--- src/rtl/riscv_stall_ctrl_if.sv ---
// riscv_stall_ctrl_if: signal bundle between the pipeline stages and the hazard controller.
// master = pipeline side (raises hazards), slave = controller side (drives stall/flush).
interface riscv_stall_ctrl_if #(
    parameter int unsigned CNT_W = 32
);
    logic             id_load_use;
    logic             ex_busy;
    logic             dmem_req;
    logic             dmem_ack;
    logic             br_taken;
    logic [4:0]       stall;
    logic             flush;
    logic             dmem_timeout;
    logic [CNT_W-1:0] stall_cnt;
    modport master (
        output id_load_use, ex_busy, dmem_req, dmem_ack, br_taken,
        input  stall, flush, dmem_timeout, stall_cnt
    );
    modport slave (
        input  id_load_use, ex_busy, dmem_req, dmem_ack, br_taken,
        output stall, flush, dmem_timeout, stall_cnt
    );
endinterface

--- src/rtl/riscv_stall_ctrl.sv ---
// riscv_stall_ctrl: 5-stage pipeline hazard controller producing the stall vector,
// branch flush pulse, memory-wait watchdog and a saturating stall-cycle counter.
module riscv_stall_ctrl #(
    parameter int unsigned LU_CYCLES   = 1,
    parameter int unsigned MEM_TIMEOUT = 255,
    parameter int unsigned CNT_W       = 32
) (
    input  logic              clk_i,
    input  logic              rst_ni,
    riscv_stall_ctrl_if.slave ctrl
);
    typedef enum logic [1:0] {IDLE, LOAD_USE, MEM_WAIT} state_e;
    localparam logic [2:0] LU_MAX   = 3'(LU_CYCLES);
    localparam logic [7:0] WAIT_MAX = 8'(MEM_TIMEOUT);
    localparam logic [4:0] ST_MEM   = 5'b01111;
    localparam logic [4:0] ST_EX    = 5'b00111;
    localparam logic [4:0] ST_LU    = 5'b00011;
    state_e           state_q;
    logic [2:0]       lu_cnt_q;
    logic [7:0]       wait_cnt_q;
    logic             flush_q, flush_pend_q, tmo_q;
    logic [CNT_W-1:0] stall_cnt_q;
    logic             mem_stall, lu_hit, br_req;
    logic [4:0]       stall_d;
    always_comb begin
        mem_stall = ctrl.dmem_req & ~ctrl.dmem_ack;
        // a load-use hazard seen while flushing belongs to a squashed instruction
        lu_hit    = ctrl.id_load_use & ~flush_q;
        br_req    = ctrl.br_taken | flush_pend_q;
        stall_d   = (state_q == MEM_WAIT || mem_stall) ? ST_MEM :
                    ctrl.ex_busy ? ST_EX :
                    (state_q == LOAD_USE || lu_hit) ? ST_LU : 5'b00000;
    end
    assign ctrl.stall        = rst_ni ? stall_d : 5'b00000;
    assign ctrl.flush        = flush_q;
    assign ctrl.dmem_timeout = tmo_q;
    assign ctrl.stall_cnt    = stall_cnt_q;
    always_ff @(posedge clk_i or negedge rst_ni) begin
        if (!rst_ni) begin
            state_q      <= IDLE;
            lu_cnt_q     <= 3'd0;
            wait_cnt_q   <= 8'd0;
            flush_q      <= 1'b0;
            flush_pend_q <= 1'b0;
            tmo_q        <= 1'b0;
            stall_cnt_q  <= '0;
        end else begin
            tmo_q        <= 1'b0;
            // a branch resolved under an ID/EX hold waits until that stage moves again
            flush_q      <= br_req & ~stall_d[2];
            flush_pend_q <= br_req & stall_d[2];
            if (stall_d != 5'b00000 && stall_cnt_q != '1)
                stall_cnt_q <= stall_cnt_q + CNT_W'(1);
            case (state_q)
                IDLE: begin
                    if (mem_stall) begin
                        state_q    <= MEM_WAIT;
                        wait_cnt_q <= 8'd1;
                    end else if (!ctrl.ex_busy && lu_hit && LU_MAX > 3'd1) begin
                        state_q  <= LOAD_USE;
                        lu_cnt_q <= 3'd1;
                    end
                end
                LOAD_USE: begin
                    if (mem_stall) begin
                        state_q    <= MEM_WAIT;
                        wait_cnt_q <= 8'd1;
                    end else if (!ctrl.ex_busy) begin
                        lu_cnt_q <= lu_cnt_q + 3'd1;
                        if (lu_cnt_q + 3'd1 >= LU_MAX)
                            state_q <= IDLE;
                    end
                end
                MEM_WAIT: begin
                    if (ctrl.dmem_ack) begin
                        state_q <= IDLE;
                    end else if (wait_cnt_q == WAIT_MAX) begin
                        state_q <= IDLE;
                        tmo_q   <= 1'b1;
                    end else begin
                        wait_cnt_q <= wait_cnt_q + 8'd1;
                    end
                end
                default: state_q <= IDLE;
            endcase
        end
    end
endmodule

--- src/flat_wrapper.sv ---
// flat-port wrapper written by rule: the top's interface ports become plain ports
module riscv_stall_ctrl_flat 
#(
    parameter int unsigned LU_CYCLES   = 1,
    parameter int unsigned MEM_TIMEOUT = 255,
    parameter int unsigned CNT_W       = 32
)
  (clk_i, rst_ni, ctrl_id_load_use, ctrl_ex_busy, ctrl_dmem_req, ctrl_dmem_ack, ctrl_br_taken, ctrl_stall, ctrl_flush, ctrl_dmem_timeout, ctrl_stall_cnt);
  riscv_stall_ctrl_if #(.CNT_W(CNT_W)) ctrl_i ();
  input  logic clk_i;
  input  logic rst_ni;
  input wire logic [$bits(ctrl_i.id_load_use)-1:0] ctrl_id_load_use;
  input wire logic [$bits(ctrl_i.ex_busy)-1:0] ctrl_ex_busy;
  input wire logic [$bits(ctrl_i.dmem_req)-1:0] ctrl_dmem_req;
  input wire logic [$bits(ctrl_i.dmem_ack)-1:0] ctrl_dmem_ack;
  input wire logic [$bits(ctrl_i.br_taken)-1:0] ctrl_br_taken;
  output wire logic [$bits(ctrl_i.stall)-1:0] ctrl_stall;
  output wire logic [$bits(ctrl_i.flush)-1:0] ctrl_flush;
  output wire logic [$bits(ctrl_i.dmem_timeout)-1:0] ctrl_dmem_timeout;
  output wire logic [$bits(ctrl_i.stall_cnt)-1:0] ctrl_stall_cnt;
  assign ctrl_i.id_load_use = ctrl_id_load_use;
  assign ctrl_i.ex_busy = ctrl_ex_busy;
  assign ctrl_i.dmem_req = ctrl_dmem_req;
  assign ctrl_i.dmem_ack = ctrl_dmem_ack;
  assign ctrl_i.br_taken = ctrl_br_taken;
  assign ctrl_stall = ctrl_i.stall;
  assign ctrl_flush = ctrl_i.flush;
  assign ctrl_dmem_timeout = ctrl_i.dmem_timeout;
  assign ctrl_stall_cnt = ctrl_i.stall_cnt;
  riscv_stall_ctrl #(.LU_CYCLES(LU_CYCLES), .MEM_TIMEOUT(MEM_TIMEOUT), .CNT_W(CNT_W)) u_core (.clk_i(clk_i), .rst_ni(rst_ni), .ctrl(ctrl_i));
endmodule
--- config.mk ---
export PLATFORM = sky130hd
export DESIGN_NAME = riscv_stall_ctrl_flat
export DESIGN_NICKNAME = d
export VERILOG_FILES = /design/src/rtl/riscv_stall_ctrl_if.sv /design/src/rtl/riscv_stall_ctrl.sv /design/src/flat_wrapper.sv
export SDC_FILE = /design/constraint.sdc
export NUM_CORES = 1
export LEC_CHECK = 0
export CORE_UTILIZATION = 50
export DETAILED_ROUTE_END_ITERATION = 10
export PLACE_DENSITY = 0.85
export SYNTH_ARGS = -nofsm -noshare
export SYNTH_HDL_FRONTEND = slang
export SYNTH_SLANG_ARGS = --single-unit
export TNS_END_PERCENT = 5
--- constraint.sdc ---
create_clock -name clk_i -period 2 [get_ports clk_i]
set_clock_uncertainty 0.1 [all_clocks]
set_input_delay 0.3 -clock clk_i [delete_from_list [all_inputs] [get_ports clk_i]]
set_output_delay 0.3 -clock clk_i [all_outputs]
set_load 0.02 [all_outputs]
# Word-level counts from Yosys, hierarchy flattened
# Cells that the tools add are included.
dict set report classes {
  n_addsub 3
  n_lt_le_gt_ge 1
  eq_ne 11
  n_mux 18
  bitwise 10
  n_reduce_logical 10
}
# operator n
set op_table {}
lappend op_table {{32-bit by 1-bit adder with 32-bit output, second input constant} 1}
lappend op_table {{32-bit != test, second input constant} 1}
lappend op_table {{8-bit 2-to-1 mux} 3}
lappend op_table {{8-bit one-hot mux with 2 select lines} 1}
lappend op_table {{5-bit 2-to-1 mux} 3}
lappend op_table {{2-bit 2-to-1 mux} 7}
lappend op_table {{8-bit by 1-bit adder with 8-bit output, second input constant} 1}
lappend op_table {{8-bit equality test, second input constant} 1}
lappend op_table {{4-bit AND reduction} 2}
lappend op_table {{3-bit by 2-bit != test with 1-bit output, second input constant} 2}
lappend op_table {{2-bit one-hot mux with 3 select lines} 1}
lappend op_table {{1-bit NOT} 5}
lappend op_table {{5-bit nonzero test} 1}
lappend op_table {{1-bit AND} 4}
lappend op_table {{2-bit by 1-bit != test with 1-bit output, second input constant} 2}
lappend op_table {{2-bit != test, second input constant} 2}
lappend op_table {{3-bit by 1-bit adder with 3-bit output, second input constant} 1}
lappend op_table {{3-bit by 1-bit greater-or-equal comparator with 1-bit output, second input constant} 1}
lappend op_table {{1-bit 2-to-1 mux} 3}
lappend op_table {{3-bit != test, second input constant} 1}
lappend op_table {{3-bit AND reduction} 1}
lappend op_table {{2-bit by 1-bit equality test with 1-bit output, second input constant} 1}
lappend op_table {{2-bit equality test, second input constant} 1}
lappend op_table {{2-bit zero test} 1}
lappend op_table {{other kinds (5)} 6}
dict set report totals {
  reg_bits 48
  in_bits 7
  out_inout_bits 39
  elab_cells 60
}

# Logic depth before layout (Yosys ltp)
# Gate-level depths: netlist of the first run.
dict set report depth {
  depth_word 8
  mapped_depth 7
  mapped_depth_nobuf 6
}

# Worst setup path after synthesis of the first run
# No wires, ideal clock.
dict set report synth_path {
  path_type {register to register}
  from {reg u_core.stall_cnt_q[0] (netlist: u_core.ctrl.stall_cnt[0])}
  to {reg u_core.stall_cnt_q[25] (netlist: u_core.ctrl.stall_cnt[25])}
  setup_time_ps 136
  t_arrival_ps 1644
  t_required_ps 1764
  slack_ps 121
  path_stages_with_launch 8
  n_path_buf 1
  synth_period_minus_slack_ps 1879
  path_cell_list {dfrtp_1 -> ha_1 -> nand2_1 -> nor3_4 -> and4_1 -> buf_2 -> nor3_1 -> xor2_1}
}
dict set report synth_via {
  elab_chain_cells 2
  word_cells_on_any_way 3
  classes_between {1 x add/sub; 1 x eq/ne; 1 x reduce/logical}
}
# element line_no
set synth_lines {}
lappend synth_lines {{from (decl)} riscv_stall_ctrl.sv:22} ;# logic [CNT_W-1:0] stall_cnt_q;
lappend synth_lines {{from (signal assigned)} riscv_stall_ctrl.sv:53} ;# stall_cnt_q <= stall_cnt_q + CNT_W'(1);
lappend synth_lines {{branches (longest 2 deep; another with 32-bit by 1-bit adder with 32-bit output)} n/a}
# Several ways; the timed one is not identified.
# A chain may end at the register's enable or synchronous reset.

# Worst setup path in the final report of the first run
dict set report layout_path {
  from {in rst_ni}
  to {out ctrl_stall[3]}
}
dict set report layout_via {
  elab_chain_cells 1
}
# element line_no
set layout_lines {}
lappend layout_lines {{from (decl)} flat_wrapper.sv:11} ;# input logic rst_ni;
lappend layout_lines {{5-bit 2-to-1 mux} riscv_stall_ctrl.sv:34} ;# assign ctrl.stall = rst_ni ? stall_d : 5'b00000;
lappend layout_lines {{to (decl)} flat_wrapper.sv:17} ;# output wire logic [$bits(ctrl_i.stall)-1:0] ctrl_stall;
# Every way passes these cells.

==> metrics.cfg, run 1 <==
[run_status]
status=finished, final reports clean

[setup_path]
r2r-start=u_core.ctrl.stall_cnt[21]
worst-path-max-fanout=5
start_kind=primary input
arrival_ns=1.55
worstSetupStartpoint=rst_ni
critical_path_required_ns=1.60
worstSetupEndpointType=output pin
critical_path_class=primary input to output pin

[layout]
layout_common_cells=dfrtp_1, clkdlybuf4s50_1, buf_4
final_common_cell=dfrtp_1
area_growth_pct=35.5
final_area_sq_mm=0.00313
n_antenna_cell=0
nFillCells=321
drive_gt1_share_pct=18.5
finish.net_count=308

[drt]
dr.first_iter.drc_count=75
wirelength_microns=5360
vias=1983
drcViolationCount=0
wire_per_inst_microns=15.3
detail-route-antenna-nets=0
viasPerCell=5.67
dr.pass1.iters=5

[yosys]
synth-edff-count=0
synth-async-reset-ratio_pct=100
netlist.top_cell.by_area=dfrtp_1
synth_top_area_share_pct=47.7
netlist_instances=224
syn_nets=233
synth_area_sq_mm=0.00231
ys.flop_type=dfrtp_1
ys_top_cells_by_area=dfrtp_1, xnor2_1, nand4_1
seq_area_frac_synth_pct=47.7
synth-seq-cells=44
syn_area_per_cell_sq_um=10.3
synthDistinctLibCells=42
yosys_warnings=0

[sta]
max_freq_ghz=0.512
min_period_over_period_pct=97.7
rsz0062_at_grt=true
tns_ns=0
timing.final.hold_violations=0
worst_pin_slew_ns=0.581
fin_crit_ns=1.95
slew-limit-headroom_pct=61.1
setup_viol=0
drv_slew=0

[clock_network]
clock_path_buffers=2
cts_setup_buffers=0
clk_pin_slew_ns=0.08
cts_buffers=5
numClockSinks=44
htree_levels=2
cts_tree=built
clk-insertion-delay-late_ns=0.30
root_buffer=clkbuf_8

[grt]
antenna_found_initial=0
grt-ovfl-total=0
grt_max_degree=26
grt_pass1_vias=2064
grt_pass1_wl_microns=9360
grtUsageTotal_pct=24.1

[placement]
gp_congestion=0.839
dp_hpwl_microns=3950
place_area_sq_mm=0.00299
portBuffers=44

[power_and_ir_drop]
p_per_area_mw_per_mm2=805
p_total_mw=2.52
p_leak_nw=1.34
max-vdd-ir-drop_mv=0.673

[floorplanning]
die_h_microns=69.9
die_x_microns=69.9
core_region_area_sq_mm=0.00438
dieArea_sq_mm=0.00489
io-pin-count=46
initial_core_util_pct=52.6
rows=24

[flow_run]
maxCapViolCount=0

[min_path]
hold_class=flop to flop
hp-start=u_core.ctrl.stall_cnt[19]

[cell usage after synthesis (2+ instances only)]
| cell type | instances |
|---|---|
| dfrtp_1 | 44 |
| xor2_1 | 6 |
| inv_1 | 6 |
| nor3b_1 | 2 |
| nand2b_1 | 2 |
| a21oi_1 | 5 |
| nand2_1 | 23 |
| buf_2 | 4 |
| and2_1 | 6 |
| ha_1 | 2 |
| and3_1 | 8 |
| mux2i_1 | 3 |
| buf_4 | 2 |
| xnor2_1 | 24 |
| nand3_1 | 15 |
| o21ai_0 | 6 |
| nor4_1 | 7 |
| nor3_1 | 7 |
| nor2_1 | 13 |
| o22a_1 | 2 |
| nand4_4 | 2 |
| nand4_1 | 15 |
[critical path, stage by stage]
cell and delay [ns]:
dlygate4sd3_1 0.52, buf_2 0.17, a21boi_0 0.20, dlygate4sd2_1 0.35
[registers in the layout (all words and copies together), names as in the netlist]
| name | cells |
|---|---|
| u_core.wait_cnt_q | 8 |
| u_core.state_q | 1 |
| u_core.ctrl.flush | 1 |
| u_core.ctrl.stall_cnt | 32 |
| u_core.ctrl.dmem_timeout | 1 |
| u_core.flush_pend_q | 1 |
[worst paths after layout]
| kind | end | slack, ns | cells after the start |
|---|---|---|---|
| min in group asynchronous | u_core.ctrl.stall_cnt[28] | 0.50 | 3 |
| worst min-delay path | u_core.ctrl.stall_cnt[19] | 0.41 | 1 |
| worst max register to register | u_core.ctrl.stall_cnt[1] | 0.08 | 5 |
| max in group asynchronous | u_core.ctrl.stall_cnt[8] | 1.00 | 3 |
| worst min register to register | u_core.ctrl.stall_cnt[19] | 0.41 | 1 |
| worst max-delay path | ctrl_stall[3] | 0.05 | 4 |
[repair_timing]
action,in CTS,in global routing
hold buffers,1,0
setup endpoints to repair,4,11
pin swaps,0,1
endpoints found under the hold margin,44,0
resized for setup,4,6
[power by group]
group	internal (mW)	total [mW]	switching, mW
Clock	0.359	0.649	0.291
Sequential	1.00	1.13	0.130
Combinational	0.367	0.737	0.369
Total	1.73	2.52	0.790
[kinds of logic (layout without fill, tap and decap cells)]
group                    after synthesis  in the layout  synth area share [%]
AND/OR/NAND/NOR                      107            107                  27.2
other                                  1              1                 0.163
adder cells (fa/ha/maj)                2              2                  1.08
AO/OA/AOI/OAI                         22             22                  7.38
flip-flops                            44             44                  47.7
XOR/XNOR                              30             30                  11.4
buffers and inverters                 13             87                  2.66
multiplexers                           5              5                  2.44
[area by class of cell]
| type | count | area [sq um] | area share, % |
|---|---|---|---|
| Clock buffer | 5 | 68.8 | 2.20 |
| Clock inverter | 1 | 30.0 | 0.961 |
| Inverter | 6 | 22.5 | 0.721 |
| Multi-Input combinational cell | 167 | 1170 | 37.5 |
| Sequential cell | 44 | 1100 | 35.3 |
| Tap cell | 52 | 65.1 | 2.08 |
| Timing Repair Buffer | 75 | 666 | 21.3 |
[stage by stage]
step                cells  utilization (%)  hold WS (ns)  setup slack (ns)
global placement      343             68.3         0.280            -0.201
global route          350             71.3         0.429          -0.00226
detailed placement    343             68.3         0.281            -0.227
finish                350             71.3         0.407            0.0459
CTS                   350             70.7         0.414           0.00213
floorplan             224                -       -0.0956             0.121
[layer usage]
| layer | up-vias | wire (microns) | share of wire [%] | track usage, % |
|---|---|---|---|---|
| met2 | 59 | 2570 | 48 | 37.1 |
| met5 | - | 0 | 0 | 0 |
| met3 | 10 | 232 | 4.3 | 5.34 |
| met4 | 0 | 101 | 1.9 | 9.56 |
| li1 | 947 | - | - | - |
| met1 | 967 | 2450 | 46 | 33.3 |
Power figures use the tool's default switching activity.
==> run 2: changes to the inputs <==
--- a/config.mk
+++ b/config.mk
@@ -11,4 +11,3 @@
 export SYNTH_ARGS = -nofsm -noshare
 export SYNTH_HDL_FRONTEND = slang
 export SYNTH_SLANG_ARGS = --single-unit
-export TNS_END_PERCENT = 5
==> run 2 against run 1 <==
  * Critical path depth unchanged
  * Cell area is 0.20% higher
  * Setup slack worse by 0.0011 ns
  * Die area unchanged
  * Register-to-register slack hardly changed
  * Flip-flop and latch count did not move
  * Combinational power hardly changed
  * Utilization is 0.14 points higher
  * Sequential share of layout area down 0.070 points
  * Clock-buffer cell count stayed put
  * Global-route usage is the same
  * Sequential power is essentially flat
==> metrics.cfg, run 2 (same netlist as run 1, synthesis figures left out) <==
[layout]
layout_common_cells=dfrtp_1, clkdlybuf4s50_1, buf_4  ; unchanged
final_common_cell=dfrtp_1  ; unchanged
n_antenna_cell=0  ; unchanged
finish.net_count=308  ; unchanged
largest_reg_flops=32  ; unchanged
ff_latch_area_sq_mm=0.00110  ; unchanged
drive_gt1_share_pct=18.5  ; unchanged
multi_input_area_sq_mm=0.00118  ; was 0.00117 sq mm
nFillCells=321  ; unchanged
area_growth_pct=35.7  ; was 35.5%
final_area_sq_mm=0.00313  ; about the same

[grt]
grtUsageTotal_pct=24.1  ; unchanged
grt_max_degree=26  ; unchanged
grt_pass1_vias=2064  ; unchanged
grt-ovfl-total=0  ; unchanged
grt_pass1_wl_microns=9360  ; unchanged
antenna_found_initial=0  ; unchanged

[setup_path]
worstSetupEndpointType=output pin  ; unchanged
critical_path_class=primary input to output pin  ; unchanged
arrival_ns=1.56  ; was 1.55 ns
critical_path_required_ns=1.60  ; about the same
worst-path-max-fanout=5  ; unchanged
start_kind=primary input  ; unchanged

[sta]
min_period_over_period_pct=97.8  ; was 97.7%
rsz0062_at_grt=true  ; unchanged
drv_slew=0  ; unchanged
fin_crit_ns=1.96  ; was 1.95 ns
worst_pin_slew_ns=0.589  ; was 0.581 ns
slew-limit-headroom_pct=60.6  ; was 61.1%
setup_viol=0  ; unchanged
max_freq_ghz=0.511  ; was 0.512 GHz
timing.final.hold_violations=0  ; unchanged
holdWs_ns=0.405  ; was 0.407 ns
tns_ns=0  ; unchanged

[drt]
drcViolationCount=0  ; unchanged
wire_per_inst_microns=15.4  ; was 15.3 microns
dr.pass1.iters=4  ; was 5
wirelength_microns=5410  ; was 5360 microns
viasPerCell=5.66  ; was 5.67
detail-route-antenna-nets=0  ; unchanged
vias=1982  ; was 1983
dr.first_iter.drc_count=100  ; was 75

[floorplanning]
initial_core_util_pct=52.6  ; unchanged
dieArea_sq_mm=0.00489  ; unchanged
die_h_microns=69.9  ; unchanged
die_x_microns=69.9  ; unchanged
core_region_area_sq_mm=0.00438  ; unchanged
rows=24  ; unchanged
io-pin-count=46  ; unchanged

[clock_network]
clk-insertion-delay-late_ns=0.30  ; about the same
htree_levels=2  ; unchanged
cts_setup_buffers=0  ; unchanged
cts_tree=built  ; unchanged
clock_path_buffers=2  ; unchanged
root_buffer=clkbuf_8  ; unchanged
cts_buffers=5  ; unchanged
numClockSinks=44  ; unchanged
clk_pin_slew_ns=0.08  ; about the same

[power_and_ir_drop]
p_leak_nw=1.36  ; was 1.34 nW
max-vdd-ir-drop_mv=0.677  ; was 0.673 mV
p_per_area_mw_per_mm2=805  ; about the same

[run_status]
status=finished, final reports clean  ; unchanged

[placement]
dp_hpwl_microns=3950  ; unchanged
portBuffers=44  ; unchanged
gp_congestion=0.839  ; unchanged
place_area_sq_mm=0.00299  ; unchanged

[min_path]
hold_class=flop to flop  ; unchanged

[flow_run]
maxCapViolCount=0  ; unchanged

run 2: power breakdown:
part           total, mW  internal [mW]  switching, mW
Sequential          1.13           1.00          0.131
Clock              0.650          0.359          0.291
Combinational      0.739          0.368          0.372
run 2: per-stage QoR:
stage	std cells	setup WS (ns)	power [mW]	utilization, %
global route	350	-0.0206	2.64	71.4
floorplan	224	0.121	1.52	-
global placement	343	-0.201	1.86	68.3
detailed placement	343	-0.227	1.88	68.3
CTS	350	0.00213	2.53	70.7
finish	350	0.0448	2.52	71.4
run 2: path summary, 6_finish.rpt:
| check | cells past startpoint | slack, ns | endpoint | startpoint |
|---|---|---|---|---|
| worst max register to register | 5 | 0.07 | u_core.ctrl.stall_cnt[30] | u_core.ctrl.stall_cnt[15] |
| min in group asynchronous | 3 | 0.51 | u_core.ctrl.stall_cnt[28] | rst_ni |
| worst min-delay path | 1 | 0.40 | u_core.ctrl.stall_cnt[19] | u_core.ctrl.stall_cnt[19] |
| worst min register to register | 1 | 0.40 | u_core.ctrl.stall_cnt[19] | u_core.ctrl.stall_cnt[19] |
| max in group asynchronous | 3 | 0.99 | u_core.ctrl.stall_cnt[8] | rst_ni |
| worst max-delay path | 4 | 0.04 | ctrl_stall[3] | rst_ni |
run 2: per-layer routing:
metal  vias to the layer above  GRT usage (%)  share of wire [%]
li1                        946              -                  -
met1                       975           33.3                 46
met2                        51           37.1                 48
met3                        10           5.34                3.7
met4                         0           9.56                1.8
met5                         -              0                  0
run 2: final cells by class:
class	instances	share of cell area, %
Multi-Input combinational cell	167	37.6
Sequential cell	44	35.2
Timing Repair Buffer	75	21.3
Clock buffer	5	2.20
Tap cell	52	2.08
Clock inverter	1	0.959
Inverter	6	0.719
run 2: critical path, cell delays in order:
cell and delay [ns]:
dlygate4sd3_1 0.52, buf_2 0.17, a21boi_0 0.20, dlygate4sd2_1 0.35
run 2: what timing repair did:
item | CTS | global route
gates resized for setup | 4 | 7
endpoints found under the setup margin | 4 | 11
hold buffers | 1 | 0
pin swaps | 0 | 1
endpoints found under the hold margin | 44 | 0
==> run 3: changes to the inputs <==
--- a/config.mk
+++ b/config.mk
@@ -8,6 +8,7 @@
 export CORE_UTILIZATION = 50
 export DETAILED_ROUTE_END_ITERATION = 10
 export PLACE_DENSITY = 0.85
+export REMOVE_ABC_BUFFERS = 1
 export SYNTH_ARGS = -nofsm -noshare
 export SYNTH_HDL_FRONTEND = slang
 export SYNTH_SLANG_ARGS = --single-unit
==> run 3 against run 2 <==
  * Hold slack lost 0.0052 ns
  * Flip-flop and latch count is the same
  * Critical path type unchanged
  * Via count up 2.2%
  * Wire length up 5.7%
  * Cell area is 0.84% higher
  * Combinational power up 4.1%
  * Global-route usage increased by 0.53 points
  * Die area is the same
  * Maximum frequency is 1.1% lower
  * Total power shrank 1.6%
  * Sequential share of layout area fell by 0.33 points
  * First-iteration DRC count increased by 14%
==> metrics.cfg, run 3 (same netlist as run 1, synthesis figures left out) <==
[floorplanning]
initial_core_util_pct=52.6  ; unchanged
die_h_microns=69.9  ; unchanged
core_region_area_sq_mm=0.00438  ; unchanged
rows=24  ; unchanged
io-pin-count=46  ; unchanged
dieArea_sq_mm=0.00489  ; unchanged
die_x_microns=69.9  ; unchanged

[clock_network]
htree_levels=2  ; unchanged
clock_path_buffers=2  ; unchanged
clk-insertion-delay-late_ns=0.30  ; about the same
cts_tree=built  ; unchanged
cts_buffers=5  ; unchanged
clk_pin_slew_ns=0.08  ; about the same
numClockSinks=44  ; unchanged
root_buffer=clkbuf_8  ; unchanged

[grt]
grt-ovfl-total=0  ; unchanged
grt_max_degree=17  ; was 26
grt_pass1_vias=2040  ; was 2064
antenna_found_initial=0  ; unchanged
grt_pass1_wl_microns=9510  ; was 9360 microns
grtUsageTotal_pct=24.6  ; was 24.1%

[sta]
setup_viol=0  ; unchanged
drv_slew=0  ; unchanged
fin_crit_ns=1.98  ; was 1.96 ns
min_period_over_period_pct=98.8  ; was 97.8%
rsz0062_at_grt=true  ; unchanged
tns_ns=0  ; unchanged
max_freq_ghz=0.506  ; was 0.511 GHz
timing.final.hold_violations=0  ; unchanged

[setup_path]
critical_path_class=primary input to output pin  ; unchanged
worst-path-max-fanout=6  ; was 5
worstSetupEndpointType=output pin  ; unchanged
start_kind=primary input  ; unchanged
cpMaxStageDelayCell=clkdlybuf4s50_1  ; was dlygate4sd3_1
cp_cell_sequence=clkdlybuf4s50_1 > nand2b_4 > nand3_1 > and2_1 > dlygate4sd2_1  ; was dlygate4sd3_1 > buf_2 > a21boi_0 > dlygate4sd2_1
critical_path_required_ns=1.60  ; about the same
arrival_ns=1.58  ; was 1.56 ns
slowest_delay_ns=0.48  ; was 0.52 ns

[placement]
dp.cells=345  ; was 343
place_area_sq_mm=0.00301  ; was 0.00299 sq mm
portBuffers=44  ; unchanged
dp_hpwl_microns=4090  ; was 3950 microns
gp_congestion=0.851  ; was 0.839

[layout]
fin_util_pct=72.0  ; was 71.4%
final_common_cell=dfrtp_1  ; unchanged
largest_reg_flops=32  ; unchanged
n_antenna_cell=0  ; unchanged
final_area_sq_mm=0.00316  ; was 0.00313 sq mm
drive_gt1_share_pct=19.9  ; was 18.5%
area_growth_pct=36.9  ; was 35.7%
finish.net_count=314  ; was 308
layout_common_cells=dfrtp_1, clkdlybuf4s50_1, buf_4  ; unchanged
instances_no_fill=358  ; was 350

[min_path]
hold_class=flop to flop  ; unchanged

[drt]
wire_per_inst_microns=16.0  ; was 15.4 microns
drcViolationCount=0  ; unchanged
wirelength_microns=5720  ; was 5410 microns
dr.pass1.iters=4  ; unchanged
vias=2026  ; was 1982
viasPerCell=5.66  ; about the same
dr.first_iter.drc_count=114  ; was 100
detail-route-antenna-nets=0  ; unchanged

[power_and_ir_drop]
p_total_mw=2.48  ; was 2.52 mW
p_leak_nw=1.37  ; was 1.36 nW
max-vdd-ir-drop_mv=0.811  ; was 0.677 mV
p_per_area_mw_per_mm2=786  ; was 805 mW/mm^2

[flow_run]
maxCapViolCount=0  ; unchanged

[run_status]
status=finished, final reports clean  ; unchanged

run 3: cell count changes in the layout (fill, tap and decap cells not counted), sizes merged:
| cell | previous run | this run |
|---|---|---|
| buf | 31 | 36 |
| clkinv | 0 | 2 |
| bufinv | 1 | 0 |
| clkbuf | 5 | 6 |
| dlygate4sd3 | 1 | 2 |
run 3: critical path, delay by kind of cell:
family	cells	cell delay (ns)
buffers and inverters	2	0.81
AND/OR/NAND/NOR	3	0.47
run 3: power breakdown:
group | switching, mW | internal, mW
clock | 0.308 | 0.276
sequential | 0.126 | 1.00
combinational | 0.384 | 0.385
run 3: layer usage:
metal  up-vias  wire [microns]  track usage, %
met4         0             106            9.78
li1        958               -               -
met3        12             246            4.91
met5         -               0               0
met2        71            2890            40.8
met1       985            2470            31.7
run 3: final timing paths:
check | from | end | slack (ns) | cells past startpoint
min | u_core.flush_pend_q | u_core.ctrl.flush | 0.40 | 2
max in group asynchronous | rst_ni | u_core.ctrl.stall_cnt[31] | 1.01 | 3
max | ctrl_dmem_ack | ctrl_stall[0] | 0.02 | 5
min in group asynchronous | rst_ni | u_core.wait_cnt_q[3] | 0.48 | 3
min reg2reg | u_core.flush_pend_q | u_core.ctrl.flush | 0.40 | 2
max reg2reg | u_core.ctrl.stall_cnt[8] | u_core.ctrl.stall_cnt[1] | 0.14 | 5
run 3: per-stage QoR:
| step | setup WS, ns | hold WS (ns) |
|---|---|---|
| 6_report | 0.0231 | 0.399 |
| 5_1_grt | -0.0115 | 0.440 |
| 4_1_cts | 0.0107 | 0.398 |
| 3_5_place_dp | -0.287 | 0.228 |
| 3_3_place_gp | -0.241 | 0.254 |
| 2_1_floorplan | -0.433 | -0.0956 |
run 3: final cells by class:
class / count / area, sq um
fill: 321 / 1230
multi-input combinational: 167 / 1160
sequential: 44 / 1100
timing repair buffer: 81 / 713
clock buffer: 6 / 82.6
tap: 52 / 65.1
inverter: 6 / 22.5
clock inverter: 2 / 10.0
run 3: repair_timing:
item	CTS	global route
pin swaps	0	2
hold endpoints to repair	44	0
buffers inserted	0	3
setup endpoints to repair	4	16
gates resized for setup	5	5
hold buffers	2	0
==> patch (flow settings as in run 1) <==
`MEM_TIMEOUT` is set to 255 in 2 places; all go to 127.
--- a/src/rtl/riscv_stall_ctrl.sv
+++ b/src/rtl/riscv_stall_ctrl.sv
@@ -2,7 +2,7 @@
 // branch flush pulse, memory-wait watchdog and a saturating stall-cycle counter.
 module riscv_stall_ctrl #(
     parameter int unsigned LU_CYCLES   = 1,
-    parameter int unsigned MEM_TIMEOUT = 255,
+    parameter int unsigned MEM_TIMEOUT = 127,
     parameter int unsigned CNT_W       = 32
 ) (
     input  logic              clk_i,
--- a/src/flat_wrapper.sv
+++ b/src/flat_wrapper.sv
@@ -2,7 +2,7 @@
 module riscv_stall_ctrl_flat 
 #(
     parameter int unsigned LU_CYCLES   = 1,
-    parameter int unsigned MEM_TIMEOUT = 255,
+    parameter int unsigned MEM_TIMEOUT = 127,
     parameter int unsigned CNT_W       = 32
 )
   (clk_i, rst_ni, ctrl_id_load_use, ctrl_ex_busy, ctrl_dmem_req, ctrl_dmem_ack, ctrl_br_taken, ctrl_stall, ctrl_flush, ctrl_dmem_timeout, ctrl_stall_cnt);
Behaviour: no difference found for any inputs over 10 cycles, from zero or initial values and one cycle with rst_ni low; that may be too few to reach the edited logic, so the function may still have changed.
==> patch against run 1 <==
The flow now finishes with violations (negative setup slack). Combinational power about the same. Maximum frequency down 3.8%. Die area down 0.47%. Worst setup slack worse by 76 ps. Synthesized cell count down 0.45%. Hold slack worse by 150 ps. Total power down 0.15%. Count of clock-buffer cells in the layout up 1. First-iteration DRC count up 85%. Wire length up 8.2%. Design area up 3.0%. Synthesized area down 0.49%. Sequential cell count unchanged.
==> patch: results (changes against run 1) <==
Final setup viols=3 (+3); layout cells sized above 1=23.9% (+5.5 points); post-synthesis mux area share=2.29% (-0.15 points); first-pass GRT wire length=9610 um (+2.7%); fill count=317 (-1.2%); multi-input gate share of total cell area=37.5% (+0.050 points); status=complete, but fails checks; crit path DAT=1630 ps (+80 ps); sequential area share after synthesis=48.0% (+0.23 points); clk cell area share=3.19% (+0.026 points); routability cong.=0.817 (-2.7%); WL met2=2910 um (+13%); Inverters=4 (-2); Hold WS=260 ps (-147 ps); GR Layer Usage met3=4.80% (-0.54 points); VDD IR max=422 uV (-37%); flop2flop setup slack=0 ps (-80 ps); Netlist cell types=46 (+9.5%); CP max stage cell=dfrtp_1; Placed Area=3040 um^2 (+1.4%); largest net degree at the start of global routing=33 (+27%); CP Capture Point=ctrl_stall[1]; Syn Area/Cell=10.3 um^2 (about the same); Reg2Reg Depth=6 (+1); power share of the clock group=26.4% (+0.6 points); Max Fanout on Critical Path=4 (-1); met1 wire length=2450 um (about the same); Register Area=1100 um^2 (+0.11%); max incr delay on CP=400 ps (-120 ps); Area contributors post-synth=dfrtp_1, xnor2_1, nand4_1; failing checks=negative setup slack; P_int=1.72 mW (-0.53%); HPWL after detailed placement=4030 um (+1.9%); worst setup margin=-30.4 ps (-76.3 ps); Signal buf overhead=22.5% (+1.2 points); Compound-Gate Fraction of Synth Area=8.88% (+1.5 points); vias in the first global route=2076 (+0.58%)
==> patch: logic make-up after synthesis <==
logic type	count (synthesis)
flip-flops	44
XOR/XNOR	29
adder cells (fa/ha/maj)	2
AND/OR/NAND/NOR	111
multiplexers	5
AO/OA/AOI/OAI	23
buffers and inverters	8
other	1
==> patch: repair_timing <==
item / in CTS / in global routing
gates resized for setup: 22 / 10
setup buffers: 1 / 2
endpoints found under the setup margin: 12 / 23
hold buffers: 1 / 0
endpoints found under the hold margin: 12 / 0
pin swaps: 2 / 7
cloned: 0 / 0
==> patch: power groups by stage <==
stage | Sequential, mW | Combinational [mW] | Clock, mW
floorplan | 1.22 | 0.249 | 0
global placement | 1.11 | 0.679 | 0
detailed placement | 1.12 | 0.714 | 0
CTS | 1.11 | 0.723 | 0.676
global route | 1.13 | 0.795 | 0.713
finish | 1.12 | 0.735 | 0.664
